--- src/rtl/uart_rx_pkg.sv ---
// Shared types and helpers for the configurable oversampled UART receiver.
package uart_rx_pkg;

    typedef enum logic [4:0] {
        ST_IDLE   = 5'b00001,
        ST_START  = 5'b00010,
        ST_DATA   = 5'b00100,
        ST_PARITY = 5'b01000,
        ST_STOP   = 5'b10000
    } rx_state_e;

    localparam logic [1:0] PAR_NONE = 2'b00;
    localparam logic [1:0] PAR_EVEN = 2'b01;
    localparam logic [1:0] PAR_ODD  = 2'b10;

    // Tick count one before the middle of a bit; the vote window is M-1..M+1.
    function automatic int mid_tick(input int oversample);
        return oversample / 2 - 1;
    endfunction

    // Mode 2'b11 is reserved and behaves like PAR_NONE.
    function automatic logic par_enabled(input logic [1:0] mode);
        return (mode == PAR_EVEN) || (mode == PAR_ODD);
    endfunction

endpackage

--- src/rtl/uart_rx_sampler.sv ---
// Line front end: 2-flop synchroniser, falling-edge detect and 3-sample
// majority vote around mid-bit.
module uart_rx_sampler
    import uart_rx_pkg::*;
#(
    parameter int OVERSAMPLE = 16,
    localparam int TW = $clog2(OVERSAMPLE)
) (
    input  logic          clock,
    input  logic          reset,
    input  logic          rx_data,
    input  logic          s_ticks,
    input  logic          active,
    input  logic [TW-1:0] tick_cnt,
    output logic          rxs,
    output logic          fall_edge,
    output logic          bit_val,
    output logic          bit_valid
);

    localparam logic [TW-1:0] M_LO  = TW'(mid_tick(OVERSAMPLE) - 1);
    localparam logic [TW-1:0] M_MID = TW'(mid_tick(OVERSAMPLE));
    localparam logic [TW-1:0] M_HI  = TW'(mid_tick(OVERSAMPLE) + 1);

    logic [1:0] sync_q;
    logic       rxs_d;
    logic       smp_a;
    logic       smp_b;

    always_ff @(posedge clock or negedge reset) begin
        if (!reset) begin
            sync_q <= 2'b11;
            rxs_d  <= 1'b1;
            smp_a  <= 1'b1;
            smp_b  <= 1'b1;
        end else begin
            sync_q <= {sync_q[0], rx_data};
            rxs_d  <= sync_q[1];
            if (s_ticks && active && tick_cnt == M_LO)
                smp_a <= sync_q[1];
            if (s_ticks && active && tick_cnt == M_MID)
                smp_b <= sync_q[1];
        end
    end

    assign rxs       = sync_q[1];
    assign fall_edge = rxs_d & ~rxs;

    // Third vote is the live line, so the bit resolves on the M+1 tick itself.
    assign bit_valid = s_ticks & active & (tick_cnt == M_HI);
    assign bit_val   = (smp_a & smp_b) | (smp_a & rxs) | (smp_b & rxs);

endmodule

--- src/rtl/uart_rx_cfg.sv ---
// Oversampled UART receiver with configurable data width, run-time parity
// mode, 1 or 2 stop bits, and parity/framing/break reporting.
module uart_rx_cfg
    import uart_rx_pkg::*;
#(
    parameter int N_BITS_DATA = 8,
    parameter int OVERSAMPLE  = 16,
    parameter int N_BITS_STOP = 1
) (
    input  logic                   clock,
    input  logic                   reset,
    input  logic                   s_ticks,
    input  logic                   rx_data,
    input  logic [1:0]             parity_mode,
    output logic                   rx_done_tick,
    output logic [N_BITS_DATA-1:0] data_o,
    output logic                   parity_err,
    output logic                   frame_err,
    output logic                   break_o,
    output logic                   busy
);

    localparam int              TW        = $clog2(OVERSAMPLE);
    localparam logic [TW-1:0]   TICK_LAST = TW'(OVERSAMPLE - 1);
    localparam logic [3:0]      DATA_LAST = 4'(N_BITS_DATA - 1);
    localparam logic [3:0]      STOP_LAST = 4'(N_BITS_STOP - 1);

    rx_state_e              state_q, state_d;
    logic [TW-1:0]          tick_q;
    logic [3:0]             bit_q;
    logic [N_BITS_DATA-1:0] shift_q;
    logic [1:0]             par_mode_q;
    logic                   par_bit_q;
    logic                   stop0_q;
    logic                   ferr_pend_q;
    logic                   fall_pend_q;

    logic rxs, fall_edge, bit_val, bit_valid;
    logic active, bit_end, final_mid;
    logic stop0_now, perr_now, brk_now;

    uart_rx_sampler #(.OVERSAMPLE(OVERSAMPLE)) u_sampler (
        .clock     (clock),
        .reset     (reset),
        .rx_data   (rx_data),
        .s_ticks   (s_ticks),
        .active    (active),
        .tick_cnt  (tick_q),
        .rxs       (rxs),
        .fall_edge (fall_edge),
        .bit_val   (bit_val),
        .bit_valid (bit_valid)
    );

    assign active    = (state_q != ST_IDLE);
    assign busy      = active;
    assign bit_end   = s_ticks & active & (tick_q == TICK_LAST);
    assign final_mid = bit_valid & (state_q == ST_STOP) & (bit_q == STOP_LAST);

    always_ff @(posedge clock or negedge reset) begin
        if (!reset)
            state_q <= ST_IDLE;
        else
            state_q <= state_d;
    end

    always_comb begin
        state_d = state_q;
        case (state_q)
            // A pending edge caught during the last stop mid-bit still counts
            // if the line is still low, so back-to-back frames are not lost.
            ST_IDLE:   if (fall_edge || (fall_pend_q && !rxs)) state_d = ST_START;
            ST_START:  if (bit_valid && bit_val)                state_d = ST_IDLE;
                       else if (bit_end)                        state_d = ST_DATA;
            ST_DATA:   if (bit_end && bit_q == DATA_LAST)
                           state_d = par_enabled(par_mode_q) ? ST_PARITY : ST_STOP;
            ST_PARITY: if (bit_end)                             state_d = ST_STOP;
            ST_STOP:   if (final_mid)                           state_d = ST_IDLE;
            default:                                            state_d = ST_IDLE;
        endcase
    end

    always_ff @(posedge clock or negedge reset) begin
        if (!reset)
            tick_q <= '0;
        else if (!active)
            tick_q <= '0;
        else if (s_ticks)
            tick_q <= (tick_q == TICK_LAST) ? '0 : tick_q + TW'(1);
    end

    always_ff @(posedge clock or negedge reset) begin
        if (!reset) begin
            bit_q       <= '0;
            shift_q     <= '0;
            par_mode_q  <= PAR_NONE;
            par_bit_q   <= 1'b0;
            stop0_q     <= 1'b0;
            ferr_pend_q <= 1'b0;
            fall_pend_q <= 1'b0;
        end else begin
            fall_pend_q <= final_mid & fall_edge;
            case (state_q)
                ST_IDLE: begin
                    bit_q       <= '0;
                    ferr_pend_q <= 1'b0;
                end
                ST_START: begin
                    if (bit_valid && !bit_val)
                        par_mode_q <= parity_mode;
                end
                ST_DATA: begin
                    if (bit_valid)
                        shift_q <= {bit_val, shift_q[N_BITS_DATA-1:1]};
                    if (bit_end)
                        bit_q <= (bit_q == DATA_LAST) ? '0 : bit_q + 4'd1;
                end
                ST_PARITY: begin
                    if (bit_valid)
                        par_bit_q <= bit_val;
                end
                ST_STOP: begin
                    if (bit_valid) begin
                        if (!bit_val)
                            ferr_pend_q <= 1'b1;
                        if (bit_q == '0)
                            stop0_q <= bit_val;
                    end
                    if (bit_end)
                        bit_q <= bit_q + 4'd1;
                end
                default: ;
            endcase
        end
    end

    // With one stop bit the first stop sample is the one resolving right now.
    assign stop0_now = (bit_q == '0) ? bit_val : stop0_q;
    assign perr_now  = par_enabled(par_mode_q) &
                       ((^shift_q ^ par_bit_q) != (par_mode_q == PAR_ODD));
    assign brk_now   = ~|shift_q & ~(par_enabled(par_mode_q) & par_bit_q) & ~stop0_now;

    always_ff @(posedge clock or negedge reset) begin
        if (!reset) begin
            rx_done_tick <= 1'b0;
            data_o       <= '0;
            parity_err   <= 1'b0;
            frame_err    <= 1'b0;
            break_o      <= 1'b0;
        end else begin
            rx_done_tick <= final_mid;
            if (final_mid) begin
                data_o     <= shift_q;
                parity_err <= perr_now;
                frame_err  <= ferr_pend_q | ~bit_val;
                break_o    <= brk_now;
            end
        end
    end

endmodule
--- config.mk ---
export PLATFORM = sky130hd
export DESIGN_NAME = uart_rx_cfg
export DESIGN_NICKNAME = d
export VERILOG_FILES = /design/src/rtl/uart_rx_pkg.sv /design/src/rtl/uart_rx_sampler.sv /design/src/rtl/uart_rx_cfg.sv
export SDC_FILE = /design/constraint.sdc
export NUM_CORES = 1
export LEC_CHECK = 0
export ABC_AREA = 1
export BUFFER_PORTS_ARGS = -buffer_cell sky130_fd_sc_hd__buf_4
export CORE_MARGIN = 8
export CORE_UTILIZATION = 45
export CTS_CLUSTER_DIAMETER = 40
export DETAILED_ROUTE_END_ITERATION = 8
export PLACE_DENSITY = 0.66
export SYNTH_ARGS = -nofsm -noshare
export SYNTH_HDL_FRONTEND = slang
export SYNTH_SLANG_ARGS = --single-unit
--- constraint.sdc ---
create_clock -name clock -period 3.3 [get_ports clock]
set_clock_uncertainty 0.2 [all_clocks]
set_input_delay 0 -clock clock [delete_from_list [all_inputs] [get_ports clock]]
set_output_delay 0 -clock clock [all_outputs]
set_load 0.005 [all_outputs]
After elaboration in Yosys (flattened, before gate mapping). Cells that the tools add are included.

Reductions and logical operators: 24. Divide/modulo/power cells: 0. Muxes and demuxes: 19. Shift-type cells: 0. Add/subtract/negate cells: 2. Order comparisons: 0. Bitwise operators: 22. Equal/unequal tests: 24. Multipliers: 0.

Operator list (number): $mux 5 (7); $pmux 5 s5 (1); $mux 4 (6); $ne 2x2->1 const B (9); $and 1x1->1 (14); $eq 4x3->1 const B (3); $pmux 4 s3 (1); $add 4x1->4 const B (2); $eq 4x4->1 const B (2); $reduce_and 2->1 (4); $reduce_or 8->1 (1); $reduce_xor 8->1 (1); $logic_and 1x1->1 (7); $reduce_and 3->1 (2); $eq 5x1->1 const B (1); $eq 5x2->1 const B (1); $eq 5x3->1 const B (1); $eq 5x4->1 const B (1); $eq 5x5->1 const B (1); $ne 5x1->1 const B (1); $reduce_and 5->1 (1); $logic_not 4->1 (1); $not 1->1 (4); $logic_not 1->1 (3); other kinds (11) (16).

Memory bits (read-only): 0. Memories: 0. Register bits after elaboration: 44. Bits of input ports: 6. Latch bits: 0. Logic and storage cells: 109. Bits in writable memories: 0.

Longest topological paths before layout. Gate-level depths: netlist of the first run.

Depth after elaboration: 7. Mapped depth: 10.

Hierarchy. A second synthesis of the first run with hierarchy kept.

Cell total of the unflattened synthesis: 280. Area, all modules: 2322.2 um^2.

By module, submodules not included: uart_rx_cfg (cells each 250, times used 1, sequential area each 977.2 um^2, area each 2075.7 um^2); uart_rx_sampler (cells each 30, times used 1, sequential area each 131.4 um^2, area each 246.5 um^2).

Worst setup path after synthesis of the first run. No wires, ideal clock.

Path kind: flip-flop to flip-flop. Start point: register tick_q[0]. End point: register parity_err. Data arrival time: 1.493 ns. Setup time: 0.117 ns. Slack: 1.489 ns. Period minus slack after synthesis: 1.811 ns. Cell stages (with the launch flop): 11. Cells stage by stage: dfrtp_1 -> inv_1 -> ha_1 -> nand2_1 -> nor2_2 -> nand3_4 -> nor3_4 -> inv_4 -> buf_6 -> nand2_1 -> nand2_1.

Cells in the longest elaborated chain, start to end: 4.

Ends and longest elaborated chain: from (decl) (line uart_rx_cfg.sv:29) `logic [TW-1:0] tick_q;`; from (signal assigned) (line uart_rx_cfg.sv:89) `tick_q <= (tick_q == TICK_LAST) ? '0 : tick_q + TW'(1);`; $eq 4x4->1 (line uart_rx_sampler.sv:50) `assign bit_valid = s_ticks & active & (tick_cnt == M_HI);`; $and 1x1->1 (line uart_rx_sampler.sv:50); $and 1x1->1 (2 in series) (line uart_rx_cfg.sv:58) `assign final_mid = bit_valid & (state_q == ST_STOP) & (bit_q == STOP_LAST);`; net final_mid (line uart_rx_cfg.sv:39) `logic active, bit_end, final_mid;`; to (signal assigned) (line uart_rx_cfg.sv:154) `parity_err <= perr_now;`; to (decl) (line uart_rx_cfg.sv:17) `output logic parity_err,`.

The timed path passes the listed nets, and every way through them passes these cells. A chain may end at the register's enable or synchronous reset.

Final worst setup path of the first run.
Start point: register tick_q[0]. End point: register par_mode_q[1].

Cells in the longest elaborated chain, start to end: 4.

Ends and longest elaborated chain: $eq 4x4->1 (line uart_rx_sampler.sv:50); $and 1x1->1 (line uart_rx_sampler.sv:50); $logic_and 1x1->1 (line uart_rx_cfg.sv:109) `if (bit_valid && !bit_val)`; $reduce_and 2->1 (no line); to (signal assigned) (line uart_rx_cfg.sv:110) `par_mode_q <= parity_mode;`; to (decl) (line uart_rx_cfg.sv:32) `logic [1:0] par_mode_q;`.

Every way passes these cells.

==> results of run 1 <==
==> sequential cells by signal, summed over array words and instances (netlist names) <==
signal	flops
ferr_pend_q	1
break_o	1
u_sampler.rxs_d	1
par_mode_q	2
stop0_q	1
bit_q	4
rx_done_tick	1
parity_err	1
state_q	5
u_sampler.sync_q	2
data_o	8
u_sampler.smp_b	1
par_bit_q	1
u_sampler.smp_a	1
fall_pend_q	1
frame_err	1
tick_q	4
shift_q	8
==> kinds of logic after synthesis <==
logic type / synth area share
flip-flops: 0.5014
buffers and inverters: 0.07414
XOR/XNOR: 0.02377
AND/OR/NAND/NOR: 0.2366
AO/OA/AOI/OAI: 0.1075
adder cells (fa/ha/maj): 0.05659
==> stage by stage <==
stage / total power, mW / cell area (µm²) / hold WS [ns] / worst slack, ns
detailed placement: 1.088 / 2407 / -0.1686 / 1.114
finish: 1.560 / 2600 / 0.03336 / 1.072
CTS: 1.578 / 2600 / 0.03776 / 1.088
global route: 1.677 / 2600 / 0.07837 / 0.8711
floorplan: 0.9697 / 2211 / -0.4956 / 1.489
global placement: 1.079 / 2407 / -0.1734 / 1.220
==> routing by layer <==
metal  vias to the layer above  share of wire
li1                        882              -
met1                       780           0.49
met2                        19           0.46
met3                         4          0.032
met4                         0          0.018
met5                         -              0
==> cells in the final DEF, fill, tap and decap left out, types with 4 or more instances in the layout <==
cell / count
clkbuf_8: 5
dfrtp_1: 38
buf_4: 18
ha_1: 10
xor2_1: 4
o21ai_2: 7
a21oi_1: 5
nand3_1: 25
nor2_1: 18
o21ai_0: 23
inv_1: 35
dfstp_2: 6
dlygate4sd3_1: 6
nand2_1: 59
==> repair_timing <==
item                                   CTS  global route
setup endpoints to repair                0             0
hold buffers                             6             0
endpoints found under the hold margin   60             0
setup buffers                            0             0
==> power breakdown <==
group | switching (mW) | internal, mW
clock | 0.173 | 0.302
sequential | 0.0399 | 0.602
combinational | 0.302 | 0.140
total | 0.515 | 1.04
==> worst paths after layout <==
path	startpoint	end
max in group asynchronous	reset	state_q[0]
hold reg to reg	u_sampler.sync_q[0]	u_sampler.sync_q[1]
setup reg to reg	tick_q[0]	par_mode_q[1]
min in group clock	rx_data	u_sampler.sync_q[0]
hold / removal	reset	data_o[4]
setup / recovery	tick_q[0]	par_mode_q[1]
==> area by class of cell <==
cell class	count	area share
timing repair buffer	24	0.07507
sequential	44	0.4264
clock inverter	2	0.02310
clock buffer	6	0.02791
tap	67	0.03224
inverter	37	0.05438
multi-input combinational	171	0.3609
==> flow_summary.ini, run 1 <==
[clock_tree]
cts_buffer_depth = 2
tritoncts = yes
cts.repair.resized = 0
cts_root_buffer = clkbuf_8
clk_pin_slew_worst_paths_ns = 0.09
cts_num_sinks = 44
clk_latency_ns = 0.30
ctsHtreeMaxLevel = 2
cts_inserted_buffers = 5

[worst_setup_path]
cp_num_buf_inv = 2
crit_chain = inv_1, ha_1, nand2_1, nor2_2, nand3_4, nor2_1, nand3_1, dlygate4sd3_1, nand2_1
critPathSlowestCell = dlygate4sd3_1
arrival_ns = 2.26
cp-start-kind = register
cp_common_cell = nand2_1
cpLargestDelayFamily = buffers and inverters
required_ns = 3.33
path_class = reg -> reg
endpoint_kind = register
max_stage_delay_ns = 0.58
worst-path-stages = 9
worstRegToRegCells = 9
crit_fanout = 6
r2r_setup_slack_ns = 1.07

[placement]
place_congestion = 0.8707
place_hpwl_mm = 3.090
portBuffers = 18
dp_cells = 337

[timing]
fin_crit_ns = 2.228
worst_pin_slew_ns = 0.8281
slew_headroom = 0.4459
fin_setup_tns_ns = 0
timing.fmax_ghz = 0.4489
final-hold-violation-count = 0
maxSlewViolCount = 0
setup_violations = 0
rsz0062_at_grt = no
period_share = 0.6750

[floorplanning]
die_h_um = 86.10
dieArea_mm2 = 0.007412
io_pins = 19
fp-row-count = 25
die-width_um = 86.10
initial_core_util = 0.4681
core_region_area_mm2 = 0.004723

[cells_and_area]
drive_gt1_frac = 0.1690
seqCellArea_mm2 = 0.001109
final_core_util = 0.5505
area_delta_synth_final_pct = 17.60
multiInputGateArea_um2 = 938.4
nNetsFinal = 299
final_cells = 351
antenna_cells = 0
fillers = 435

[grt]
grt_max_degree = 45
track_usage = 0.1283
grt_antenna_before_repair = 0
met1_usage = 0.1635
grt_pass1_wl_mm = 7.452
busiest_layer = met2
use_met2 = 0.1938
grt_pass1_vias = 1620
grt.overflow.total = 0
gr-usage-met3 = 0.03916

[routing]
drc = 0
drt_iter0_drc = 101
via_per_inst = 4.801
post_drt_wl_per_cell_um = 12.02
antenna_left = 0
detailroute.via_count = 1685
drt_wl_total_mm = 4.218
first_pass_iters = 4

[synthesis]
synthFlopType = dfrtp_1
yosys.area.top_type_share = 0.4301
synth_area_leaders = dfrtp_1 43%, nand2_1 10%, dfstp_2 7.1%
async_flop_share = 1.000
synth_largest_area_cell = dfrtp_1
synthesis.nets = 270
ys_seq_elements = 44
post_synth.cell_area_avg_um2 = 8.704
yosysMostFrequentCell = nand2_1
synth_edf_count = 0
netlist_area_mm2 = 0.002211
synthCells = 254
synth_cell_type_count = 28
synthTopCellsByCount = 59 x nand2_1, 38 x dfrtp_1, 35 x inv_1
synth-seq-area-share = 0.5014
yosys_warnings = 0

[worst_hold_path]
min_path_type = in -> async

[power]
ir_drop_mv = 0.2850
leakage_nw = 1.338
powerDensity_mw_per_mm2 = 600.0

[run]
cap_violations = 0

[run_status]
status = completed
No activity file was read; power rests on OpenSTA's default activity.
==> inputs of run 2 (changes only) <==
--- a/config.mk
+++ b/config.mk
@@ -11,7 +11,7 @@
 export CORE_UTILIZATION = 45
 export CTS_CLUSTER_DIAMETER = 40
 export DETAILED_ROUTE_END_ITERATION = 8
-export PLACE_DENSITY = 0.66
+export PLACE_DENSITY = 0.68
 export SYNTH_ARGS = -nofsm -noshare
 export SYNTH_HDL_FRONTEND = slang
 export SYNTH_SLANG_ARGS = --single-unit
==> constraint.sdc (replaced) <==
create_clock -name clock -period 1.8 [get_ports clock]
set_clock_uncertainty 0.2 [all_clocks]
set_input_delay 0 -clock clock [delete_from_list [all_inputs] [get_ports clock]]
set_output_delay 0 -clock clock [all_outputs]
set_load 0.005 [all_outputs]
==> run 2 against run 1 <==
Compared with the run above: the run now ends with setup timing left; sequential cell count is the same; global-route usage is 1.1 points higher; combinational power rose to 2.8 times the previous value; non-clock buffer count increased by 29; cell count is 8.8% higher; worst setup slack worse by 1.1 ns; critical path type unchanged; largest power group is now combinational logic.
==> flow_summary.ini, run 2 (synthesis gave the netlist of run 1 again) <==
[run_status]
status = finished, violations left
violations = setup timing

[placement]
dp_cells = 357
place_hpwl_mm = 3.387
portBuffers = 18
place_congestion = 1.016

[floorplanning]
die-width_um = 86.10
fp-row-count = 25
core_region_area_mm2 = 0.004723
io_pins = 19
die_h_um = 86.10
initial_core_util = 0.4681
dieArea_mm2 = 0.007412

[grt]
grt_antenna_before_repair = 0
grt_pass1_wl_mm = 8.280
track_usage = 0.1391
grt.overflow.total = 0
grt_pass1_vias = 1795
grt_max_degree = 45

[clock_tree]
cts_buffer_depth = 2
ctsHtreeMaxLevel = 2
cts_root_buffer = clkbuf_8
cts_inserted_buffers = 5
clk_latency_ns = 0.30
clk_pin_slew_worst_paths_ns = 0.09
tritoncts = yes
cts_num_sinks = 44

[cells_and_area]
nNetsFinal = 330
area_delta_synth_final_pct = 31.92
top_regs = data_o: 8 flops, shift_q: 8 flops, state_q: 5 flops
antenna_cells = 0
final_cells = 382
drive_gt1_frac = 0.3492
multiInputGateArea_mm2 = 0.001054
fillers = 387
seqCellArea_mm2 = 0.001109
layout_common_cells = 50 x nand2_1, 43 x buf_4, 38 x dfrtp_1, 27 x inv_1, 23 x nand3_1
layout.cells.most_common = nand2_1

[power]
internal_power_mw = 1.884
powerDensity_mw_per_mm2 = 1048
clock_power_share = 0.202
leakage_nw = 1.468
combPwrFrac = 0.406
ir_drop_mv = 0.5966
seq_power_share = 0.392
p_switching_mw = 1.171
switching_share = 0.3833

[worst_setup_path]
crit_chain = buf_4, inv_1, nand2_1, nor4_1, nand2_2, nand2_2, nand2_2, nand3_1, nand2_1
endpoint_kind = register
cp-start-kind = register
cp_common_cell = nand2_2
critPathSlowestCell = dfrtp_1
crit_start = state_q[3]
r2r-start = state_q[3]
path_class = reg -> reg
arrival_ns = 1.86
max_stage_delay_ns = 0.40
cpLargestDelayFamily = simple AND/OR/NAND/NOR gates
cp_num_buf_inv = 2
required_ns = 1.79
crit_fanout = 5

[timing]
final-hold-violation-count = 0
rsz0062_at_grt = yes
maxSlewViolCount = 0
hold_slack_ns = 0.02316
period_share = 1.037
fin_ws_ns = -0.06705
timing.fmax_ghz = 0.5356
setup_violations = 10
fin_crit_ns = 1.867
slew_headroom = 0.6245
worst_pin_slew_ns = 0.5633

[routing]
drc = 0
antenna_left = 0
first_pass_iters = 4
drt_iter0_drc = 139
drt_wl_total_mm = 5.353
post_drt_wl_per_cell_um = 14.01
detailroute.via_count = 1945
via_per_inst = 5.092

[run]
cap_violations = 0

[worst_hold_path]
min_path_type = in -> async
## run 2: changes by cell type in the layout (fill, tap and decap cells not counted), moves of 3 or more
cell / previous run / this run
buf_4: 18 / 43
buf_6: 0 / 5
inv_1: 35 / 27
inv_2: 1 / 9
nand2_1: 59 / 50
nand2_2: 0 / 8
nor2_1: 18 / 11
nor2_2: 2 / 5
nor2_4: 0 / 4
## run 2: what timing repair did
action | CTS | global route
cloned | 0 | 3
endpoints found under the setup margin | 9 | 35
pin swaps | 2 | 10
buffers inserted | 1 | 8
resized for setup | 5 | 44
endpoints found under the hold margin | 59 | 0
hold buffers | 5 | 0
## run 2: cell type report
type | instances | share of cell area
timing repair inverter | 2 | 0.004290
multi-input combinational | 171 | 0.3612
tap | 67 | 0.02874
clock buffer | 6 | 0.02488
inverter | 37 | 0.04934
sequential | 44 | 0.3801
timing repair buffer | 53 | 0.1471
clock inverter | 2 | 0.004290
## run 2: path summary, 6_finish.rpt
kind | endpoint | slack [ns] | depth (start not counted)
max | state_q[3] | -0.07 | 9
max in group asynchronous | u_sampler.smp_a | 0.98 | 2
min in group clock | u_sampler.sync_q[0] | 0.15 | 2
min reg2reg | u_sampler.sync_q[1] | 0.16 | 0
min | break_o | 0.02 | 2
max reg2reg | state_q[3] | -0.07 | 9
## run 2: worst reg2reg max path, delay by kind of cell (launching register included)
family	cells	cell delay (ns)
simple gates	7	0.97
flops	1	0.40
buf+inv	2	0.19
## run 2: per-stage QoR
step	power, mW	utilization	setup TNS (ns)	area, µm²	worst slack [ns]
finish	3.055	0.6175	-0.3459	2917	-0.06705
global route	3.258	0.6175	-1.896	2917	-0.1512
CTS	2.831	0.5748	0	2715	0.004068
detailed placement	2.177	0.5415	-0.08237	2557	-0.04083
global placement	2.156	0.5415	-0.004316	2557	-0.004316
floorplan	1.780	-	0	2211	0.01958
## run 2: layer usage
metal  vias to the layer above  track usage  share of wire
met5                         -            0              0
met4                         0      0.07325          0.027
met3                        11      0.04011          0.056
met2                        60       0.2071           0.47
met1                       933       0.1771           0.44
li1                        941            -              -
## run 2: power by group through the flow
stage / sequential [mW] / combinational [mW] / clock [mW]
detailed placement: 1.20 / 0.981 / 0
floorplan: 1.18 / 0.600 / 0
CTS: 1.18 / 1.02 / 0.625
global route: 1.21 / 1.37 / 0.673
global placement: 1.20 / 0.960 / 0
finish: 1.20 / 1.24 / 0.617
==> inputs of run 3 (changes only) <==
--- a/config.mk
+++ b/config.mk
@@ -14,4 +14,5 @@
 export PLACE_DENSITY = 0.68
 export SYNTH_ARGS = -nofsm -noshare
 export SYNTH_HDL_FRONTEND = slang
+export SYNTH_HIERARCHICAL = 1
 export SYNTH_SLANG_ARGS = --single-unit
==> run 3 against run 2 <==
Compared with the run above: the flow now finishes without violations; global-route usage down 0.58 points; worst hold slack better by 0.014 ns; core utilization fell by 6.5 points; cell count rose by 2.4%; first-iteration DRC count is 14% lower; final area is 4.5% lower; via count decreased by 2.0%; register-to-register slack better by 0.16 ns; sequential power hardly changed; wire length down 12%; count of clock-buffer cells in the layout is 1 higher; highest routed layer unchanged.
==> flow_summary.ini, run 3 <==
[worst_setup_path]
critPathSlowestCell = dfstp_2
crit_chain = nand3_2, nand2_2, nor2_4, nand2_2, nand4_1, nand2_1, nand2_2, nand4_1, nand2_1
required_ns = 1.79
path_class = reg -> reg
crit_fanout = 5
cp_common_cell = nand2_2
max_stage_delay_ns = 0.59
cp-start-kind = register
arrival_ns = 1.69
endpoint_kind = register

[worst_hold_path]
min_path_type = in -> async

[placement]
portBuffers = 18
place_area_mm2 = 0.002574
place_congestion = 0.8711
place_hpwl_mm = 3.345

[timing]
fin_setup_tns_ns = 0
slew_headroom = 0.6192
worst_pin_slew_ns = 0.5711
timing.fmax_ghz = 0.5854
setup_violations = 0
fin_crit_ns = 1.708
final-hold-violation-count = 0
maxSlewViolCount = 0
period_share = 0.9490

[power]
ir_drop_mv = 0.5626
leakage_nw = 1.393
powerDensity_mw_per_mm2 = 1022

[clock_tree]
clk_latency_ns = 0.30
cts_num_sinks = 44
ctsHtreeMaxLevel = 2
clk_pin_slew_worst_paths_ns = 0.08
cts_inserted_buffers = 5
tritoncts = yes
cts_root_buffer = clkbuf_8
cts_buffer_depth = 2

[synthesis]
netlist_area_mm2 = 0.002322
synthFlopType = dfrtp_1
synth_largest_area_cell = dfrtp_1
yosysMostFrequentCell = nand2_1
synth_area_leaders = dfrtp_1 41%, nand2_1 12%, dfstp_2 6.8%
post_synth.cell_area_avg_um2 = 8.294
yosys_warnings = 6
synthTopCellsByCount = 73 x nand2_1, 41 x inv_1, 38 x dfrtp_1
synthesis.nets = 294
synth_edf_count = 0
ys_seq_elements = 44
synth_cell_type_count = 25
synth-seq-area-share = 0.4774
async_flop_share = 1.000
synthCells = 280
yosys.area.top_type_share = 0.4095

[floorplanning]
io_pins = 19
fp-row-count = 26
dieArea_mm2 = 0.007715
core_region_area_mm2 = 0.005042
initial_core_util = 0.4605
die-width_um = 87.84
die_h_um = 87.84

[cells_and_area]
layout_common_cells = 70 x nand2_1, 41 x inv_1, 37 x dfrtp_1, 31 x buf_4, 23 x nor2_1
drive_gt1_frac = 0.2617
finalInstanceArea_mm2 = 0.002784
nNetsFinal = 334
top_regs = data_o: 8 flops, shift_q: 8 flops, state_q: 5 flops
area_delta_synth_final_pct = 19.88
layout.cells.most_common = nand2_1
antenna_cells = 0

[grt]
grt_pass1_wl_mm = 8.024
grt_antenna_before_repair = 0
track_usage = 0.1333
grt_pass1_vias = 1791
grt.overflow.total = 0
grt_max_degree = 45

[routing]
drt_wl_total_mm = 4.705
post_drt_wl_per_cell_um = 12.03
via_per_inst = 4.875
drt_iter0_drc = 120
antenna_left = 0
drc = 0
detailroute.via_count = 1906
first_pass_iters = 4

[run]
cap_violations = 0

[run_status]
status = completed
[run 3: power breakdown]
group | total [mW] | internal (mW) | switching [mW] | leakage, nW
sequential | 1.20 | 1.11 | 0.0986 | 0.578
clock | 0.648 | 0.312 | 0.336 | 0.0445
combinational | 0.992 | 0.382 | 0.610 | 0.771
total | 2.85 | 1.80 | 1.04 | 1.39
[run 3: cell type report]
type                       instances  area, µm²
fill                             491       2258
sequential                        44       1110
multi-input combinational        188       1039
timing repair buffer              36      282.8
inverter                          45      171.4
tap                               70      87.58
clock buffer                       7      86.33
clock inverter                     1      7.507
[run 3: path summary, 6_finish.rpt]
check	startpoint	slack, ns	cells after the start	to
min	reset	0.04	2	data_o[1]
max reg2reg	state_q[0]	0.09	9	state_q[3]
max	state_q[0]	0.09	9	state_q[3]
max in group asynchronous	reset	0.96	2	tick_q[0]
min reg2reg	u_sampler/sync_q[0]	0.16	0	u_sampler/sync_q[1]
min in group clock	rx_data	0.14	2	u_sampler/sync_q[0]
[run 3: worst max-delay path, delay by kind of cell, from the launching register on]
family	cells	cell delay [ns]
DFF	1	0.59
and+or+nand+nor	9	0.84
[run 3: cells by family after synthesis]
family	Yosys count	share of synthesized area
buffers and inverters	48	0.08728
adder cells (fa/ha/maj)	9	0.04795
flip-flops	44	0.4774
XOR/XNOR	3	0.01132
AND/OR/NAND/NOR	139	0.2726
AO/OA/AOI/OAI	37	0.1034
[run 3: what timing repair did]
| item | in CTS | in global routing |
|---|---|---|
| endpoints found under the setup margin | 0 | 21 |
| endpoints found under the hold margin | 55 | 0 |
| gates resized for setup | 0 | 10 |
| buffers inserted | 0 | 5 |
| hold buffers | 5 | 0 |
[run 3: per-stage QoR]
step	power (mW)	hold slack [ns]	util	std cells	setup WS [ns]
2_1_floorplan	1.800	-0.4956	-	280	0.003246
3_3_place_gp	2.079	-0.1666	0.5104	373	0.1033
3_5_place_dp	2.095	-0.1690	0.5104	373	0.04003
4_1_cts	2.766	0.04825	0.5390	386	0.02330
5_1_grt	3.052	0.1028	0.5521	391	-0.03385
6_report	2.845	0.03670	0.5521	391	0.09186
[run 3: layer usage]
layer	routed length (µm)	vias to the layer above	track usage	share of wire
met3	278	9	0.03752	0.059
met4	64	0	0.03750	0.014
met2	2209	50	0.2202	0.47
met5	0	-	0	0
met1	2153	876	0.1647	0.46
li1	-	971	-	-
